`config.mk`:
```
export PLATFORM = sky130hd
export DESIGN_NAME = instruction_fetch_stage
export DESIGN_NICKNAME = d
export VERILOG_FILES = /design/src/rtl/instruction_fetch_stage.sv
export SDC_FILE = /design/constraint.sdc
export NUM_CORES = 1
export LEC_CHECK = 0
export ABC_AREA = 1
export BUFFER_PORTS_ARGS = -buffer_cell sky130_fd_sc_hd__buf_2
export CAP_MARGIN = 20
export CORE_MARGIN = 4
export CORE_UTILIZATION = 45
export CTS_BUF_LIST = sky130_fd_sc_hd__clkbuf_8
export CTS_CLUSTER_SIZE = 16
export DETAILED_ROUTE_END_ITERATION = 16
export PLACE_DENSITY_LB_ADDON = 0.3
export SETUP_SLACK_MARGIN = 0.05
export SLEW_MARGIN = 15
export SYNTH_ARGS = -nofsm -noshare
export SYNTH_HDL_FRONTEND = slang
export SYNTH_SLANG_ARGS = --single-unit
```
`constraint.sdc`:
```
create_clock -name clk -period 2.1 [get_ports clk]
set_input_delay 0.21 -clock clk [delete_from_list [all_inputs] [get_ports clk]]
set_output_delay 0.21 -clock clk [all_outputs]
set_load 0.01 [all_outputs]
```
`src/rtl/instruction_fetch_stage.sv`:
```
// Instruction fetch stage: owns the PC, presents it to instruction memory,
// and registers the returned word into the IF/ID pipeline register.
//
// Ports:
//   clk, reset_n        rising-edge clock, asynchronous active-low reset
//   stall               hazard-unit hold; freezes PC and IF/ID
//   branch_taken        redirect request from branch resolution
//   branch_target[31:0] byte address of the redirect
//   imem_pc[31:0]       fetch byte address (the PC register itself)
//   imem_rdata[31:0]    instruction word for imem_pc, same cycle
//   ifid_instr[31:0]    registered instruction to decode
//   ifid_pc_plus4[31:0] registered fetch address + 4
//   ifid_valid          IF/ID holds a real instruction (0 = bubble)
//   fetch_fault         sticky misaligned / out-of-range fetch flag
//   fetch_state[1:0]    BOOT=0, RUN=1, HALT=2
module instruction_fetch_stage #(
  parameter logic [31:0] RESET_PC   = 32'h0000_0000,
  parameter int unsigned IMEM_DEPTH = 1024
) (
  input  logic        clk,
  input  logic        reset_n,
  input  logic        stall,
  input  logic        branch_taken,
  input  logic [31:0] branch_target,
  output logic [31:0] imem_pc,
  input  logic [31:0] imem_rdata,
  output logic [31:0] ifid_instr,
  output logic [31:0] ifid_pc_plus4,
  output logic        ifid_valid,
  output logic        fetch_fault,
  output logic [1:0]  fetch_state
);

  localparam int unsigned XLEN = 32;
  localparam int unsigned SW   = 2;

  localparam logic [SW-1:0] ST_BOOT = 2'd0;
  localparam logic [SW-1:0] ST_RUN  = 2'd1;
  localparam logic [SW-1:0] ST_HALT = 2'd2;

  localparam logic [XLEN-1:0] DEPTH_WORDS = XLEN'(IMEM_DEPTH);
  localparam logic [XLEN-1:0] PC_STEP     = XLEN'(4);

  logic [SW-1:0]   state_q, state_d;
  logic [XLEN-1:0] pc_q, pc_d;
  logic [XLEN-1:0] instr_q, instr_d;
  logic [XLEN-1:0] pc4_q, pc4_d;
  logic            valid_q, valid_d;
  logic            fault_q, fault_d;

  logic [XLEN-1:0] pc_plus4_c;
  logic            misaligned_c;
  logic            out_of_range_c;

  // Address arithmetic and fault detection for the current PC / redirect.
  // The range check looks at the PC actually being fetched, so a PC that
  // wrapped through 2^32 is never presented as a valid fetch.
  assign pc_plus4_c     = pc_q + PC_STEP;
  assign misaligned_c   = branch_taken && (branch_target[1:0] != 2'b00);
  assign out_of_range_c = (pc_q >> 2) >= DEPTH_WORDS;

  // State and pipeline registers.
  always_ff @(posedge clk or negedge reset_n) begin
    if (!reset_n) begin
      state_q <= ST_BOOT;
      pc_q    <= RESET_PC;
      instr_q <= '0;
      pc4_q   <= '0;
      valid_q <= 1'b0;
      fault_q <= 1'b0;
    end else begin
      state_q <= state_d;
      pc_q    <= pc_d;
      instr_q <= instr_d;
      pc4_q   <= pc4_d;
      valid_q <= valid_d;
      fault_q <= fault_d;
    end
  end

  // Next-state logic: fault > branch > stall > sequential fetch.
  always_comb begin
    state_d = state_q;
    pc_d    = pc_q;
    instr_d = instr_q;
    pc4_d   = pc4_q;
    valid_d = valid_q;
    fault_d = fault_q;

    case (state_q)
      ST_BOOT: begin
        // One settling cycle: PC held, IF/ID stays a bubble.
        instr_d = '0;
        pc4_d   = '0;
        valid_d = 1'b0;
        state_d = ST_RUN;
      end

      ST_RUN: begin
        if (misaligned_c || out_of_range_c) begin
          // Bad target is not loaded; PC keeps the last good value.
          fault_d = 1'b1;
          instr_d = '0;
          pc4_d   = '0;
          valid_d = 1'b0;
          state_d = ST_HALT;
        end else if (branch_taken) begin
          // Redirect wins over stall; the wrong-path word is squashed.
          pc_d    = branch_target;
          instr_d = '0;
          pc4_d   = '0;
          valid_d = 1'b0;
        end else if (stall) begin
          pc_d = pc_q;
        end else begin
          instr_d = imem_rdata;
          pc4_d   = pc_plus4_c;
          valid_d = 1'b1;
          pc_d    = pc_plus4_c;
        end
      end

      ST_HALT: begin
        // Terminal until reset; stall and branch are ignored.
        valid_d = 1'b0;
      end

      default: begin
        state_d = ST_HALT;
        valid_d = 1'b0;
      end
    endcase
  end

  assign imem_pc       = pc_q;
  assign ifid_instr    = instr_q;
  assign ifid_pc_plus4 = pc4_q;
  assign ifid_valid    = valid_q;
  assign fetch_fault   = fault_q;
  assign fetch_state   = state_q;

endmodule

```
==> impl_summary.txt, run 1 <==
----------------------------------------------------
[Outcome]
  Status ... finished, final reports clean

[Timing]
  Number of endpoints failing setup at the final stage ... 0
  Measured slew at the worst slew-check pin ... 0.488 ns
  Hold Slack ... 0.0584 ns
  Number of hold violations in the final report ... 0
  Setup repair after global routing missed its margin ... no
  Final Slew Violations ... 0
  Post-route fraction of the period consumed by the critical path ... 88.4%
  Setup TNS after final layout ... 0 ns
  Fmax ... 0.539 GHz
  Fin Clk Skew ... 0.0148 ns
  Minimum period implied by the final worst setup slack ... 1.86 ns
  Worst slew margin ... 67.5%

[GRT]
  Overall Global Routing Usage ... 21.5%
  Pin count of the biggest net entering global routing ... 51
  Via count of the first global-routing pass ... 4369
  Sum of overflow across all layers after global routing ... 0
  First-pass GRT wire length ... 21900 um
  Number of antenna violations at the first check in global routing ... 1

[Clock network]
  Clock H-tree levels ... 3
  Inserted Clock Buffers ... 9
  Insertion delay of the later-clocked pin in the worst-skew pair ... 0.37 ns
  Maximum buffer depth of the clock tree ... 2
  TritonCTS Sinks ... 100
  TritonCTS clock tree ... done
  Root buf cell ... sky130_fd_sc_hd__clkbuf_8
  Clock slew seen by the registers of the worst setup and hold paths ... 0.10 ns

[Logic synthesis]
  Cell taking the most area after synthesis ... sky130_fd_sc_hd__dfrtp_1
  Total of flip-flops plus latches after synthesis ... 100
  Syn. warnings ... 0
  Share of synthesized area occupied by flip-flops and latches ... 52.3%
  Simple-Gate Fraction of Synth Area ... 30.3%
  Adder and majority gate portion of the synthesized area ... 0.523%
  Number of instances in the synthesized netlist ... 594
  Dominant combinational cell family by area after synthesis ... simple AND/OR/NAND/NOR gates
  Post-Synthesis Cell Area ... 0.00478 mm2
  Synth area leaders ... sky130_fd_sc_hd__dfrtp_1 52%, sky130_fd_sc_hd__nand2_1 17%, sky130_fd_sc_hd__nand3_1 5.4%, sky130_fd_sc_hd__nor2_1 3.9%, sky130_fd_sc_hd__inv_1 3.8%
  Mean cell area of the mapped netlist ... 8.05 um2
  Post-Synth XOR/XNOR Area ... 0.183%
  Post-synth net total ... 664
  Top cell type's share of synthesized area ... 52.3%
  Synth Area in Compound Gates ... 8.32%
  Count of unique library cells instantiated by Yosys ... 29
  Fraction of synthesized area in multiplexers ... 0%

[Route]
  Remaining routing DRC violations ... 0
  Number of design-rule violations left by the first detailed-router iteration ... 387
  Routed vias ... 4458
  Total routed wirelength ... 13100 um
  Max layer used ... met4
  Routed met3 length ... 890 um
  Met2 wire length ... 6100 um
  Number of antenna-violating nets in the routed design ... 0
  Met1 WL ... 5830 um
  Vias per Instance ... 4.96
  Detail-routed net length per standard cell ... 14.5 um
  Detailed Routing Iterations Pass 1 ... 5

[Worst setup path]
  Setup crit start kind ... flop
  Setup crit end kind ... flop
  Biggest fanout along the worst timing path ... 35
  Crit path arrival time ... 2.16 ns
  Category of the critical setup timing path ... flop to flop
  Worst EP required ... 2.40 ns

[Power and ir drop]
  Total power after layout ... 0.00338 W
  Leakage power ... 3.58 nW
  Pwr/cell area ... 569 mW/mm2
  Maximum vdd ir drop ... 0.328 mV

[Final layout]
  Net count reported at finish ... 827
  Share of layout cells above drive strength 1 ... 27.4%
  Most common cell after layout, fill and taps aside ... sky130_fd_sc_hd__nand2_1
  Most frequent cells in the layout ... 222 x sky130_fd_sc_hd__nand2_1, 166 x sky130_fd_sc_hd__buf_2, 100 x sky130_fd_sc_hd__dfrtp_1, 52 x sky130_fd_sc_hd__nand3_1
  Synthesis-to-finish area growth ... 24.2%

[Floorplan]
  Die Width ... 111 um
  Area of the core ... 0.0103 mm2
  Chip Height ... 111 um
  Die Outline Area ... 0.0123 mm2
  Top-level I/O count ... 168
  Std-Cell Rows ... 37
  Starting density of the core ... 46.3%

[Worst hold path]
  Path category of the worst min-delay check ... primary input to flop

[Placed design]
  HPWL after detailed placement ... 9530 um
  Routability-driven placement congestion ratio ... 0.885
  Count of input and output buffers ... 167

[Run]
  Max Cap Viol ... 0

----------------------------------------------------
## state kept, by name (all words and copies together), names as in the netlist
signal         flops
ifid_valid         1
fetch_fault        1
ifid_instr        32
fetch_state        2
ifid_pc_plus4     32
imem_pc           32
## worst max-delay path: stages, from the launching register on
cell                      delay (ns)
sky130_fd_sc_hd__dfrtp_1        0.44
sky130_fd_sc_hd__nor2_1         0.13
sky130_fd_sc_hd__nand2_1        0.06
sky130_fd_sc_hd__nor2_1         0.14
sky130_fd_sc_hd__nand3_2        0.18
sky130_fd_sc_hd__inv_2          0.13
sky130_fd_sc_hd__nand2_4        0.08
sky130_fd_sc_hd__nor2_8         0.39
sky130_fd_sc_hd__nand3_1        0.14
sky130_fd_sc_hd__nand2_1        0.09
## metal layers
layer / vias up / global-route usage (%)
met5: - / 0
met4: 0 / 7.54
met3: 17 / 5.57
met2: 148 / 33.9
met1: 2092 / 29.1
li1: 2201 / -
## cells in the mapped netlist
library cell               instances
sky130_fd_sc_hd__a21boi_0          1
sky130_fd_sc_hd__a21boi_1         18
sky130_fd_sc_hd__a21oi_1           3
sky130_fd_sc_hd__buf_1             3
sky130_fd_sc_hd__buf_2             6
sky130_fd_sc_hd__buf_6            10
sky130_fd_sc_hd__clkbuf_1         11
sky130_fd_sc_hd__clkinv_1          1
sky130_fd_sc_hd__dfrtp_1         100
sky130_fd_sc_hd__ha_1              2
sky130_fd_sc_hd__inv_1            49
sky130_fd_sc_hd__inv_2             4
sky130_fd_sc_hd__nand2_1         222
sky130_fd_sc_hd__nand2_2           1
sky130_fd_sc_hd__nand2_4           2
sky130_fd_sc_hd__nand3_1          52
sky130_fd_sc_hd__nand3_2           1
sky130_fd_sc_hd__nand4_1          12
sky130_fd_sc_hd__nor2_1           50
sky130_fd_sc_hd__nor2_2            1
sky130_fd_sc_hd__nor2_4            1
sky130_fd_sc_hd__nor2_8            1
sky130_fd_sc_hd__nor3_4            1
sky130_fd_sc_hd__o211ai_1         12
sky130_fd_sc_hd__o21a_1            1
sky130_fd_sc_hd__o21ai_0          24
sky130_fd_sc_hd__o21ai_1           3
sky130_fd_sc_hd__o21bai_1          1
sky130_fd_sc_hd__xor2_1            1
## repair_timing
action | CTS | global route
resized for setup | 0 | 2
hold endpoints to repair | 23 | 0
endpoints found under the setup margin | 0 | 32
hold buffers | 1 | 0
setup buffers | 0 | 0
## worst paths after layout
path,start,endpoint,slack (ns),depth (start not counted)
worst min-delay path,imem_rdata[22],ifid_instr[22],0.06,3
worst min register to register,ifid_valid,ifid_valid,0.48,1
max in group asynchronous,reset_n,imem_pc[30],1.13,3
worst max-delay path,imem_pc[17],ifid_instr[13],0.24,9
worst max register to register,imem_pc[17],ifid_instr[13],0.24,9
min in group asynchronous,reset_n,imem_pc[4],0.27,2
## area by class of cell
cell class                      instances  area [um2]
Timing Repair Buffer                  182         966
Fill cell                             986        4390
Clock inverter                          6        63.8
Clock buffer                           10         138
Tap cell                              136         170
Antenna cell                            1        2.50
Sequential cell                       100        2500
Multi-Input combinational cell        410        1890
Inverter                               54         203
## through the flow
step,cells,worst slack (ns),cell area [um2],util [%]
3_3_place_gp,881,0.291,5710,55.3
5_1_grt,899,0.0738,5940,57.5
6_report,899,0.244,5940,57.5
3_5_place_dp,881,0.202,5710,55.3
2_1_floorplan,594,0.568,4780,-
4_1_cts,898,0.147,5920,57.4
## cell families after synthesis
kind of cell,count (synthesis)
simple gates,344
flops,100
buf+inv,84
compound gates,63
fa+ha+maj,2
xor+xnor,1
## where the power goes
group / total, W / switching, W / internal (W)
registers: 0.00192 / 0 / 0.00192
logic: 0.000181 / 0.000113 / 0.0000676
clock network: 0.00127 / 0.000685 / 0.000587
total: 0.00338 / 0.000798 / 0.00258
(Power assumes the default switching activity.)
==> inputs of run 2 (changes only) <==
- MAX_ROUTING_LAYER: default -> met4
==> run 2 against run 1 <==
Worst setup slack gained 0.0069 ns. Sequential share of layout area unchanged. Via count fell by 0.13%. Final area unchanged. Core utilization did not move. Clock power about the same. Global-route usage grew 0.47 points. Clock-buffer cell count unchanged. Power barely moved. Critical path depth unchanged. Combinational power about the same. Sequential power about the same. Critical endpoint unchanged. Largest power group unchanged.
==> impl_summary.txt, run 2 (synthesized netlist as in run 1, its figures left out) <==
----------------------------------------------------
[Outcome]
  Status ... finished, final reports clean

[Route]
  Remaining routing DRC violations ... 0 (unchanged)
  Number of design-rule violations left by the first detailed-router iteration ... 355 (-8.3%)
  Routed vias ... 4452 (-0.13%)
  Detailed Routing Iterations Pass 1 ... 5 (unchanged)
  Number of antenna-violating nets in the routed design ... 0 (unchanged)
  Detail-routed net length per standard cell ... 14.6 um (+0.18%)
  Vias per Instance ... 4.95 (-0.13%)
  Total routed wirelength ... 13100 um (+0.18%)

[Timing]
  Measured slew at the worst slew-check pin ... 0.491 ns (+0.00382 ns)
  Setup repair after global routing missed its margin ... no
  Setup TNS after final layout ... 0 ns (unchanged)
  Worst slew margin ... 67.2% (-0.25 points)
  Number of endpoints failing setup at the final stage ... 0 (unchanged)
  Final Slew Violations ... 0 (unchanged)
  Minimum period implied by the final worst setup slack ... 1.85 ns (-0.00688 ns)
  Fin Clk Skew ... 0.0140 ns (-0.000768 ns)
  Number of hold violations in the final report ... 0 (unchanged)
  Fmax ... 0.541 GHz (+0.37%)
  Post-route fraction of the period consumed by the critical path ... 88.0% (-0.33 points)

[Final layout]
  Share of layout cells above drive strength 1 ... 27.4% (unchanged)
  Most frequent cells in the layout ... 222 x sky130_fd_sc_hd__nand2_1, 166 x sky130_fd_sc_hd__buf_2, 100 x sky130_fd_sc_hd__dfrtp_1, 52 x sky130_fd_sc_hd__nand3_1
  Final standard cell area without fillers ... 0.00594 mm2 (unchanged)
  Most common cell after layout, fill and taps aside ... sky130_fd_sc_hd__nand2_1
  Net count reported at finish ... 827 (unchanged)
  Fill count ... 986 (unchanged)
  Final core utilization ... 57.5% (unchanged)
  Synthesis-to-finish area growth ... 24.2% (unchanged)
  Post-route non-filler standard cell count ... 899 (unchanged)

[Worst setup path]
  Setup crit end kind ... flop
  Category of the critical setup timing path ... flop to flop
  Crit path max-delay family ... simple AND/OR/NAND/NOR gates
  Max stage delay cell, worst path ... sky130_fd_sc_hd__dfrtp_1
  Internal reg-to-reg setup slack ... 0.25 ns (about the same)
  Biggest fanout along the worst timing path ... 35 (unchanged)
  Setup crit start kind ... flop
  Cell Chain, Critical Path ... nor2_1, nand2_1, nor2_1, nand3_2, inv_2, nand2_4, nor2_8, nand3_1, nand2_1
  Worst EP required ... 2.40 ns (about the same)
  Buffers plus inverters on the worst setup path ... 1 (unchanged)
  CP max stage delay ... 0.44 ns (about the same)
  Crit path arrival time ... 2.15 ns (about the same)

[Placed design]
  Count of input and output buffers ... 167 (unchanged)
  Routability-driven placement congestion ratio ... 0.900 (+1.7%)
  Inst Count DP ... 881 (unchanged)
  Placed instance area ... 0.00571 mm2 (unchanged)
  HPWL after detailed placement ... 9530 um (unchanged)

[Power and ir drop]
  Maximum vdd ir drop ... 0.328 mV (about the same)
  Leakage power ... 3.58 nW (unchanged)
  Total power after layout ... 0.00338 W (about the same)
  Pwr/cell area ... 569 mW/mm2 (about the same)

[GRT]
  Number of antenna violations at the first check in global routing ... 1 (unchanged)
  Via count of the first global-routing pass ... 4389 (+0.46%)
  First-pass GRT wire length ... 21900 um (-0.22%)
  Sum of overflow across all layers after global routing ... 0 (unchanged)
  Pin count of the biggest net entering global routing ... 51 (unchanged)
  Overall Global Routing Usage ... 22.0% (+0.47 points)

[Floorplan]
  Top-level I/O count ... 168 (unchanged)
  Area of the core ... 0.0103 mm2 (unchanged)
  Starting density of the core ... 46.3% (unchanged)
  Std-Cell Rows ... 37 (unchanged)
  Die Width ... 111 um (unchanged)
  Die Outline Area ... 0.0123 mm2 (unchanged)
  Chip Height ... 111 um (unchanged)

[Clock network]
  Inserted Clock Buffers ... 9 (unchanged)
  Maximum buffer depth of the clock tree ... 2 (unchanged)
  TritonCTS Sinks ... 100 (unchanged)
  Clock slew seen by the registers of the worst setup and hold paths ... 0.10 ns (about the same)
  Clock H-tree levels ... 3 (unchanged)
  Insertion delay of the later-clocked pin in the worst-skew pair ... 0.37 ns (about the same)
  Root buf cell ... sky130_fd_sc_hd__clkbuf_8
  Setup bufs post-CTS ... 0 (unchanged)
  TritonCTS clock tree ... done

[Run]
  Max Cap Viol ... 0 (unchanged)

[Worst hold path]
  Path category of the worst min-delay check ... primary input to flop

----------------------------------------------------
==> run 2: final timing paths <==
check | start | end | cells after the start
min in group asynchronous | reset_n | imem_pc[4] | 2
setup / recovery | imem_pc[17] | ifid_instr[13] | 9
setup reg to reg | imem_pc[17] | ifid_instr[13] | 9
max in group asynchronous | reset_n | imem_pc[23] | 3
hold / removal | imem_rdata[22] | ifid_instr[22] | 3
hold reg to reg | ifid_valid | ifid_valid | 1
==> run 2: report_power, final <==
group | internal [W] | switching (W)
Sequential | 0.00192 | 0
Clock | 0.000587 | 0.000687
Combinational | 0.0000677 | 0.000114
==> run 2: per-stage QoR <==
stage	hold slack, ns	setup slack [ns]
after floorplan	-0.0856	0.568
after global placement	0.129	0.291
after detailed placement	0.135	0.202
after CTS	0.0414	0.147
after global routing	0.0426	0.0683
final	0.0581	0.251
==> run 2: repair_timing <==
| action | 4_1_cts | 5_1_grt |
|---|---|---|
| setup endpoints to repair | 0 | 30 |
| gates resized for setup | 0 | 2 |
| hold buffers | 1 | 0 |
| endpoints found under the hold margin | 23 | 0 |
==> run 2: layout make-up <==
type / count / area, um2 / share of cell area (%)
Sequential cell: 100 / 2500 / 42.1
Multi-Input combinational cell: 410 / 1890 / 31.9
Timing Repair Buffer: 182 / 966 / 16.3
Inverter: 54 / 203 / 3.41
Tap cell: 136 / 170 / 2.87
Clock buffer: 10 / 138 / 2.32
Clock inverter: 6 / 63.8 / 1.07
Antenna cell: 1 / 2.50 / 0.0421
==> run 2: worst min-delay path, stage by stage <==
cell	delay, ns
sky130_fd_sc_hd__buf_2	0.07
sky130_fd_sc_hd__nand3_1	0.06
sky130_fd_sc_hd__nand2_1	0.05
==> run 2: layer usage <==
metal	share of wire (%)	track usage (%)	up-vias	wire length (um)
met1	46	29.6	2098	5960
met2	47	33.9	136	6120
met3	6.1	3.98	14	796
met4	1.6	7.54	0	213
li1	-	-	2204	-
met5	0	-	-	0
==> inputs of run 3 (changes only) <==
- CORE_UTILIZATION: 45 -> 50
- RECOVER_POWER: default -> 50
==> run 3 against run 2 <==
Clock power shrank 13%. Non-clock buffer count shrank 1. Clock skew grew 0.0045 ns. Fmax grew 1.2%. Register-to-register slack gained 0.02 ns. Combinational power shrank 4%. Final area shrank 1.8%. Cell count shrank 1.0%. Critical path depth is the same. Die area shrank 9.3%. Power shrank 5.0%. Clock-buffer cell count shrank 1. Critical endpoint is now ifid_instr[1].
==> impl_summary.txt, run 3 (synthesized netlist as in run 1, its figures left out) <==
----------------------------------------------------
[Outcome]
  Status ... finished, final reports clean

[Worst setup path]
  Buffers plus inverters on the worst setup path ... 1 (unchanged)
  Biggest fanout along the worst timing path ... 17 (-51%)
  Max stage delay cell, worst path ... sky130_fd_sc_hd__dfrtp_1
  CP max stage delay ... 0.43 ns (about the same)
  Internal reg-to-reg setup slack ... 0.27 ns (+0.02 ns)
  Cell Chain, Critical Path ... nor2_1, nand2_1, nor2_1, nand3_2, inv_2, nand2_4, nor2_4, nand3_1, nand2_1
  Crit path arrival time ... 2.11 ns (-0.04 ns)
  Setup crit end kind ... flop
  Crit path max-delay family ... simple AND/OR/NAND/NOR gates
  Setup crit start kind ... flop
  Worst EP required ... 2.38 ns (-0.02 ns)
  Category of the critical setup timing path ... flop to flop

[Placed design]
  Routability-driven placement congestion ratio ... 0.886 (-1.6%)
  Worst slack at placement ... 0.110 ns (-0.0912 ns)
  HPWL after detailed placement ... 8990 um (-5.7%)
  Count of input and output buffers ... 167 (unchanged)

[Route]
  Detail-routed net length per standard cell ... 14.3 um (-2.0%)
  Routed vias ... 4447 (-0.11%)
  Total routed wirelength ... 12700 um (-3.0%)
  Remaining routing DRC violations ... 0 (unchanged)
  Number of antenna-violating nets in the routed design ... 0 (unchanged)
  Detailed Routing Iterations Pass 1 ... 6 (+1)
  Vias per Instance ... 5.00 (+0.90%)
  Number of design-rule violations left by the first detailed-router iteration ... 277 (-22%)

[Timing]
  Final Slew Violations ... 0 (unchanged)
  Setup repair after global routing missed its margin ... no
  Post-route fraction of the period consumed by the critical path ... 87.0% (-1.0 points)
  Setup TNS after final layout ... 0 ns (unchanged)
  Number of endpoints failing setup at the final stage ... 0 (unchanged)
  Fin Clk Skew ... 0.0185 ns (+0.00446 ns)
  Setup slack of the critical path after layout ... 0.273 ns (+0.0214 ns)
  Fmax ... 0.547 GHz (+1.2%)
  Measured slew at the worst slew-check pin ... 1.34 ns (+0.850 ns)
  Minimum period implied by the final worst setup slack ... 1.83 ns (-0.0214 ns)
  Worst slew margin ... 10.6% (-57 points)
  Number of hold violations in the final report ... 0 (unchanged)

[Clock network]
  Insertion delay of the later-clocked pin in the worst-skew pair ... 0.35 ns (-0.02 ns)
  Maximum buffer depth of the clock tree ... 2 (unchanged)
  TritonCTS clock tree ... done
  Inserted Clock Buffers ... 9 (unchanged)
  TritonCTS Sinks ... 100 (unchanged)
  Clock H-tree levels ... 3 (unchanged)
  Root buf cell ... sky130_fd_sc_hd__clkbuf_8
  Clock slew seen by the registers of the worst setup and hold paths ... 0.11 ns (about the same)

[Power and ir drop]
  Relative contribution of the clock network to total power ... 34.6% (-3.1 points)
  Pwr/cell area ... 550 mW/mm2 (-3.3%)
  Comb pwr share ... 5.4% (about the same)
  Leakage power ... 3.33 nW (-6.8%)
  Switching power as a share of total power ... 24.5% (+0.78 points)
  Total power after layout ... 0.00321 W (-5.0%)
  Fraction of power consumed by sequential logic ... 60.0% (+3.1 points)
  Sw Pwr ... 0.000785 W (-1.9%)
  Cell internal power dissipation ... 0.00242 W (-6.0%)
  Maximum vdd ir drop ... 0.376 mV (+15%)

[Floorplan]
  Chip Height ... 106 um (-4.8%)
  Die Outline Area ... 0.0112 mm2 (-9.3%)
  Std-Cell Rows ... 35 (-5.4%)
  Starting density of the core ... 51.5% (+5.2 points)
  Die Width ... 106 um (-4.8%)
  Top-level I/O count ... 168 (unchanged)
  Area of the core ... 0.00928 mm2 (-10%)

[Final layout]
  Net count reported at finish ... 827 (unchanged)
  Share of layout cells above drive strength 1 ... 20.9% (-6.5 points)
  Synthesis-to-finish area growth ... 22.0%
  Most common cell after layout, fill and taps aside ... sky130_fd_sc_hd__nand2_1
  Count of antenna diodes in the layout ... 0 (-1)
  Most frequent cells in the layout ... 222 x sky130_fd_sc_hd__nand2_1, 116 x sky130_fd_sc_hd__buf_2, 100 x sky130_fd_sc_hd__dfrtp_1, 52 x sky130_fd_sc_hd__nand3_1

[GRT]
  Overall Global Routing Usage ... 23.1% (+1.0 points)
  Sum of overflow across all layers after global routing ... 0 (unchanged)
  First-pass GRT wire length ... 20500 um (-6.1%)
  Pin count of the biggest net entering global routing ... 101 (+98%)
  Number of antenna violations at the first check in global routing ... 0 (-1)
  Via count of the first global-routing pass ... 4216 (-3.9%)

[Worst hold path]
  Path category of the worst min-delay check ... primary input to flop

[Run]
  Max Cap Viol ... 0 (unchanged)

----------------------------------------------------
run 3: area by class of cell:
type	instances	area (um2)
well taps	129	161
clock buffers	9	124
inverters	54	203
flip-flops and latches	100	2500
multi-input cells	411	1900
fillers	893	3450
clock inverters	6	53.8
repair buffers	181	883
run 3: through the flow:
| step | hold slack [ns] | cells | utilization, % | area [um2] |
|---|---|---|---|---|
| final | 0.0716 | 890 | 62.8 | 5830 |
| after global routing | 0.0572 | 890 | 62.8 | 5830 |
| after detailed placement | 0.316 | 871 | 61.2 | 5680 |
| after CTS | 0.0586 | 887 | 63.2 | 5870 |
| after global placement | 0.311 | 871 | 61.2 | 5680 |
| after floorplan | -0.0856 | 594 | - | 4780 |
run 3: path summary, 6_finish.rpt:
check / from / to / depth (start not counted)
max: imem_pc[14] / ifid_instr[1] / 9
min: imem_rdata[13] / ifid_instr[13] / 3
max in group asynchronous: reset_n / imem_pc[19] / 3
min in group asynchronous: reset_n / ifid_pc_plus4[28] / 3
max reg2reg: imem_pc[14] / ifid_instr[1] / 9
min reg2reg: ifid_pc_plus4[7] / ifid_pc_plus4[7] / 2
run 3: repair_timing:
action | CTS | global route
gates resized for setup | 0 | 2
hold buffers | 1 | 0
hold endpoints to repair | 100 | 0
endpoints found under the setup margin | 0 | 58
setup buffers | 0 | 2
run 3: layer usage:
layer	track usage (%)	up-vias	routed length [um]
li1	-	2201	-
met1	32.1	2060	5670
met2	34.7	165	6030
met3	3.86	21	757
met4	7.49	0	236
met5	-	-	0
run 3: worst register-to-register path: stages (launching register included):
cell,delay [ns]
sky130_fd_sc_hd__dfrtp_1,0.43
sky130_fd_sc_hd__nor2_1,0.10
sky130_fd_sc_hd__nand2_1,0.08
sky130_fd_sc_hd__nor2_1,0.13
sky130_fd_sc_hd__nand3_2,0.18
sky130_fd_sc_hd__inv_2,0.13
sky130_fd_sc_hd__nand2_4,0.10
sky130_fd_sc_hd__nor2_4,0.40
sky130_fd_sc_hd__nand3_1,0.12
sky130_fd_sc_hd__nand2_1,0.08
run 3: power by group through the flow:
| stage | Clock [W] | Combinational [W] | Sequential [W] |
|---|---|---|---|
| after global placement | 0 | 0.000174 | 0.00196 |
| after floorplan | 0 | 0.0000567 | 0.00196 |
| after global routing | 0.00123 | 0.000195 | 0.00192 |
| after CTS | 0.00115 | 0.000178 | 0.00192 |
| after detailed placement | 0 | 0.000176 | 0.00196 |
| final | 0.00111 | 0.000173 | 0.00192 |
